===== config.mk =====
export PLATFORM = sky130hd
export DESIGN_NAME = calc_ctrl
export DESIGN_NICKNAME = d
export VERILOG_FILES = /design/src/rtl/calc_ctrl.sv
export SDC_FILE = /design/constraint.sdc
export NUM_CORES = 1
export LEC_CHECK = 0
export CORE_MARGIN = 3
export CORE_UTILIZATION = 58
export DETAILED_ROUTE_END_ITERATION = 10
export PLACE_DENSITY = 0.76
export REMOVE_ABC_BUFFERS = 1
export SYNTH_ARGS = -nofsm -noshare
export SYNTH_HDL_FRONTEND = slang
export SYNTH_SLANG_ARGS = --single-unit

===== constraint.sdc =====
create_clock -name clk -period 8.2 [get_ports clk]
set_clock_uncertainty 0.15 [all_clocks]
set_input_delay 1.23 -clock clk [delete_from_list [all_inputs] [get_ports clk]]
set_output_delay 1.23 -clock clk [all_outputs]
set_load 0.01 [all_outputs]

===== src/rtl/calc_ctrl.sv =====
// Keypad calculator sequencer: debounces decoded key levels into single events,
// runs the A/op/B/equals entry FSM and drives a signed display value.
module calc_ctrl #(
  parameter int DEB_CYCLES = 16,
  parameter int MAX_DIGITS = 4
) (
  input  logic        clk,
  input  logic        reset,
  input  logic        any_btn,
  input  logic        is_number,
  input  logic        is_op,
  input  logic        is_eq,
  input  logic [3:0]  num_val,
  input  logic [1:0]  op_val,
  output logic        key_evt,
  output logic [15:0] disp_val,
  output logic [1:0]  op_led,
  output logic        result_valid,
  output logic [1:0]  state_o
);

  localparam int CW = $clog2(DEB_CYCLES + 1);
  localparam int DW = $clog2(MAX_DIGITS + 1);
  localparam logic [CW-1:0] DEB_LAST = CW'(DEB_CYCLES);
  localparam logic [DW-1:0] DIG_MAX  = DW'(MAX_DIGITS);

  typedef enum logic {ARMED, LOCKED} deb_t;
  typedef enum logic [1:0] {
    ENTER_A = 2'd0,
    ENTER_B = 2'd1,
    COMPUTE = 2'd2,
    RESULT  = 2'd3
  } calc_t;

  function automatic logic [15:0] acc_digit(input logic [15:0] v, input logic [3:0] d);
    return (v << 3) + (v << 1) + {12'd0, d};
  endfunction

  logic [8:0]    code, prev_code, lat_code;
  logic          code_ok, fire;
  deb_t          deb_q, deb_n;
  logic [CW-1:0] cnt_q, cnt_n;

  assign code = {is_number, is_op, is_eq, num_val, op_val};

  always_comb begin
    code_ok = 1'b0;
    case ({is_number, is_op, is_eq})
      3'b100:  code_ok = (num_val <= 4'd9);
      3'b010:  code_ok = (op_val == 2'd1) || (op_val == 2'd2);
      3'b001:  code_ok = 1'b1;
      default: code_ok = 1'b0;
    endcase
  end

  // Debounce: ARMED counts a stable valid code, LOCKED waits for a stable release
  always_comb begin
    deb_n = deb_q;
    cnt_n = cnt_q;
    fire  = 1'b0;
    case (deb_q)
      ARMED: begin
        if (any_btn && code_ok) begin
          if (cnt_q != '0 && code != prev_code) cnt_n = CW'(1);
          else                                  cnt_n = cnt_q + CW'(1);
          if (cnt_n == DEB_LAST) begin
            fire  = 1'b1;
            deb_n = LOCKED;
            cnt_n = '0;
          end
        end else begin
          cnt_n = '0;
        end
      end
      LOCKED: begin
        if (any_btn) begin
          cnt_n = '0;
        end else begin
          cnt_n = cnt_q + CW'(1);
          if (cnt_n == DEB_LAST) begin
            deb_n = ARMED;
            cnt_n = '0;
          end
        end
      end
      default: begin
        deb_n = LOCKED;
        cnt_n = '0;
      end
    endcase
  end

  // Reset lands in LOCKED so a key held through reset must be released before it counts
  always_ff @(posedge clk) begin
    if (reset) begin
      deb_q     <= LOCKED;
      cnt_q     <= '0;
      prev_code <= '0;
      lat_code  <= '0;
      key_evt   <= 1'b0;
    end else begin
      deb_q     <= deb_n;
      cnt_q     <= cnt_n;
      prev_code <= code;
      key_evt   <= fire;
      if (fire) lat_code <= code;
    end
  end

  logic        l_num, l_op, l_eq;
  logic [3:0]  l_d;
  logic [1:0]  l_opv;
  assign l_num = lat_code[8];
  assign l_op  = lat_code[7];
  assign l_eq  = lat_code[6];
  assign l_d   = lat_code[5:2];
  assign l_opv = lat_code[1:0];

  calc_t              state_q, state_n;
  logic [15:0]        a_q, a_n, b_q, b_n;
  logic [DW-1:0]      cnt_a_q, cnt_a_n, cnt_b_q, cnt_b_n;
  logic [1:0]         op_q, op_n;
  logic signed [15:0] result_q, result_n;
  logic [15:0]        disp_n;

  // Calculator entry FSM, acting on the latched code during the key_evt cycle
  always_comb begin
    state_n  = state_q;
    a_n      = a_q;
    b_n      = b_q;
    cnt_a_n  = cnt_a_q;
    cnt_b_n  = cnt_b_q;
    op_n     = op_q;
    result_n = result_q;
    case (state_q)
      ENTER_A: begin
        if (key_evt && l_num && cnt_a_q < DIG_MAX) begin
          a_n     = acc_digit(a_q, l_d);
          cnt_a_n = cnt_a_q + DW'(1);
        end else if (key_evt && l_op) begin
          op_n    = l_opv;
          state_n = ENTER_B;
        end
      end
      ENTER_B: begin
        if (key_evt && l_num && cnt_b_q < DIG_MAX) begin
          b_n     = acc_digit(b_q, l_d);
          cnt_b_n = cnt_b_q + DW'(1);
        end else if (key_evt && l_op && cnt_b_q == '0) begin
          op_n = l_opv;
        end else if (key_evt && l_eq && cnt_b_q != '0) begin
          state_n = COMPUTE;
        end
      end
      COMPUTE: begin
        if (op_q == 2'd2) result_n = $signed(a_q) - $signed(b_q);
        else              result_n = $signed(a_q) + $signed(b_q);
        state_n = RESULT;
      end
      RESULT: begin
        if (key_evt && l_num) begin
          a_n     = {12'd0, l_d};
          b_n     = '0;
          cnt_a_n = DW'(1);
          cnt_b_n = '0;
          op_n    = 2'd0;
          state_n = ENTER_A;
        end
      end
      default: state_n = ENTER_A;
    endcase
  end

  always_comb begin
    disp_n = result_q;
    case (state_q)
      ENTER_A: disp_n = a_q;
      ENTER_B: disp_n = (cnt_b_q == '0) ? a_q : b_q;
      default: disp_n = result_q;
    endcase
  end

  always_ff @(posedge clk) begin
    if (reset) begin
      state_q      <= ENTER_A;
      a_q          <= '0;
      b_q          <= '0;
      cnt_a_q      <= '0;
      cnt_b_q      <= '0;
      op_q         <= '0;
      result_q     <= '0;
      disp_val     <= '0;
      result_valid <= 1'b0;
    end else begin
      state_q      <= state_n;
      a_q          <= a_n;
      b_q          <= b_n;
      cnt_a_q      <= cnt_a_n;
      cnt_b_q      <= cnt_b_n;
      op_q         <= op_n;
      result_q     <= result_n;
      disp_val     <= disp_n;
      result_valid <= (state_q == COMPUTE);
    end
  end

  assign op_led  = (state_q == ENTER_A) ? 2'd0 : op_q;
  assign state_o = state_q;

endmodule


==> results.yml <==
yosys:
  yosysUniqueCellTypes: 70
  synth-seq-cells: 100
  synthTopCellsByArea: "dfxtp_1 31%, ha_1 15%, xnor2_1 4.9%"
  synth-seq-area-share_pct: 30.8
  synth_edf_count: 0
  synthMuxAreaShare_pct: 2.64
  synth_area_per_cell_um2: 8.84
  syn-cell-area_um2: 6490
  synth_top_area_cell: "dfxtp_1"
  synthSimpleGateAreaFrac_pct: 16.9
  synth_top_family_by_area: "compound AO/OA/AOI/OAI gates"
  yosys_warnings: 0
  synth_xor_area_share_pct: 7.27
  synth.top_cell.area_share_pct: 30.8
  synthCells: 734
  synth_most_common_cell: "dfxtp_1"
  synthAdderAreaFrac_pct: 16.4
  netlist_top_cells_count: "100 x dfxtp_1, 83 x nor2_1, 77 x ha_1"
  synth-main-ff-cell: "dfxtp_1"
  synth_compound_area_share_pct: 22.6
  synthArstFlopShare_pct: 0
worst_setup_path:
  worst-path-buf-inv: 0
  cp_slowest_cell: "or4_1"
  crit_required_ns: 8.33
  crit_family: "simple AND/OR/NAND/NOR gates"
  cp_cell_sequence: "or4_1 > a21oi_1 > nand2_1 > xnor2_1 > ha_1 > a21o_1 > a21o_1 > or4_1 > o22ai_1 > mux2i_1 > a31o_2"
  crit_type: "reg2reg"
  cp-start-kind: "flop"
  rr_startpoint: "b_q[6]"
  path_max_fanout: 9
  crit_arrival_ns: 3.72
  setup.worst_path.end_class: "flop"
  critPathMaxStageDelay_ns: 0.61
  critPathLaunch: "b_q[6]"
die:
  initial_utilization_pct: 61.2
  dieHeight_um: 112
  pin_count: 34
  coreArea_um2: 10600
  die_x_um: 112
  die_area_um2: 12500
  rows: 37
grt:
  gr-total-overflow: 0
  antenna_found_initial: 0
  grt_pass1_wl_um: 26700
  grt_pass1_vias: 5471
  grtUsageTotal_pct: 25.7
  grt_max_degree: 54
sta:
  final-setup-viol-count: 0
  hold_viol: 0
  tightest_slew_ns: 1.28
  rsz0062_at_grt: "no"
  finalCritPeriodShare_pct: 43.8
  period_needed_ns: 3.60
  slew_headroom_pct: 14.4
  setup-tns-final_ns: 0
  hold_slack_ns: 0.322
  fmax_mhz: 278
  drv_slew: 0
layout:
  drive_above_1_share_pct: 4.08
  syn2layout_area_growth_pct: 9.18
  nNetsFinal: 848
  n_antenna_cell: 0
clock_tree:
  cts_resized: 0
  clkLatencyLatePin_ns: 0.38
  post-cts-setup-buffers: 0
  htreeDepth: 3
  clock-sinks: 100
  cts-root-buf: "clkbuf_8"
  cts_tree: "built"
  cts_buffer_depth: 2
  ctsHoldBuffers: 0
  clk_pin_slew_ns: 0.10
  numCtsBuffers: 9
place:
  place.gp.congestion: 0.986
  dp_hpwl_um: 11600
  port-buffer-count: 33
min_path:
  min_path_type: "reg2reg"
  hold_start: "result_q[5]"
routing:
  first_pass_iters: 5
  vias: 5612
  drtAntennaViolNets: 0
  viasPerCell: 6.27
  post-route-drc-count: 0
  routedWlPerCell_um: 17.5
  drt-initial-drc-count: 548
  finalWirelength_um: 15700
run:
  maxCapViolCount: 0
power_and_ir_drop:
  vdd_drop_max_uv: 147
  power-per-cell-area_nw_per_um2: 131
  p_leak_nw: 2.99
outcome:
  outcome: "complete, no violations"
## cell usage in the layout (no fill, tap or decap), drive strengths merged, types with 4 or more instances in the layout
cell type        n
o21a            12
clkinv           4
o211ai           4
nor4             8
a22o             7
a222oi          16
a21oi           44
clkbuf          10
nor3            11
nand2           31
o21bai           4
buf              4
xnor2           37
xor2            16
fa               5
o21ai           36
o22ai            7
clkdlybuf4s50   32
dfxtp          100
a21o            13
mux2i           16
and3             9
nand4            6
nor2b           21
nand2b           7
inv             31
o41ai            4
a32oi            4
or3              8
nand3           16
a22oi           15
a211oi          17
ha              77
nor2            83
## metrics by stage
| step | cell area, um^2 | utilization (%) | power (mW) | instances | setup WS [ns] |
|---|---|---|---|---|---|
| finish | 7090 | 66.8 | 0.926 | 895 | 4.60 |
| global route | 7090 | 66.8 | 0.965 | 895 | 4.36 |
| CTS | 7090 | 66.8 | 0.930 | 895 | 4.65 |
| detailed placement | 6900 | 65.1 | 0.634 | 879 | 4.37 |
| global placement | 6900 | 65.1 | 0.631 | 879 | 4.50 |
| floorplan | 6380 | - | 0.583 | 707 | 5.07 |
## worst reg2reg max path, stage by stage (launching register included)
cell     delay [ns]
dfxtp_1        0.46
or4_1          0.61
a21oi_1        0.27
nand2_1        0.11
xnor2_1        0.27
ha_1           0.33
a21o_1         0.20
a21o_1         0.21
or4_1          0.40
o22ai_1        0.18
mux2i_1        0.10
a31o_2         0.21
## kinds of logic after synthesis
kind of cell               Yosys count
buffers and inverters               56
adders and majority gates           82
and+or+nand+nor                    216
DFF                                100
muxes                               17
AOI/OAI and AO/OA                  210
xor gates and xnor gates            53
## state kept, by name (all words and copies together), names as in the netlist, 3 cells and up
register and flops:
a_q 16, b_q 16, cnt_a_q 3, cnt_b_q 3, cnt_q 5, disp_val 16
lat_code 9, prev_code 9, result_q 16
## cell type report
type,instances,area [um^2]
multi-input combinational,578,4270
fill,923,3520
sequential,100,2000
timing repair buffer,36,348
tap,136,170
clock buffer,10,138
inverter,29,109
clock inverter,6,47.5
## final timing paths
path              slack [ns]           end  cells past startpoint
setup / recovery        4.60  result_q[14]                     11
hold / removal          0.32   result_q[5]                      2
setup reg to reg        4.60  result_q[14]                     11
hold reg to reg         0.32   result_q[5]                      2
## per-layer routing
metal  share of wire, %  global-route usage (%)
met5                  0                       0
met1                 46                    35.3
met4                2.6                    9.65
met2                 45                    40.8
met3                6.3                    3.86
## power breakdown
| group | internal [mW] | total [mW] | leakage (nW) | switching [mW] |
|---|---|---|---|---|
| Sequential | 0.492 | 0.498 | 0.808 | 0.00546 |
| Clock | 0.122 | 0.300 | 0.0985 | 0.178 |
| Combinational | 0.0363 | 0.128 | 2.08 | 0.0915 |
Power figures use the tool's default switching activity.
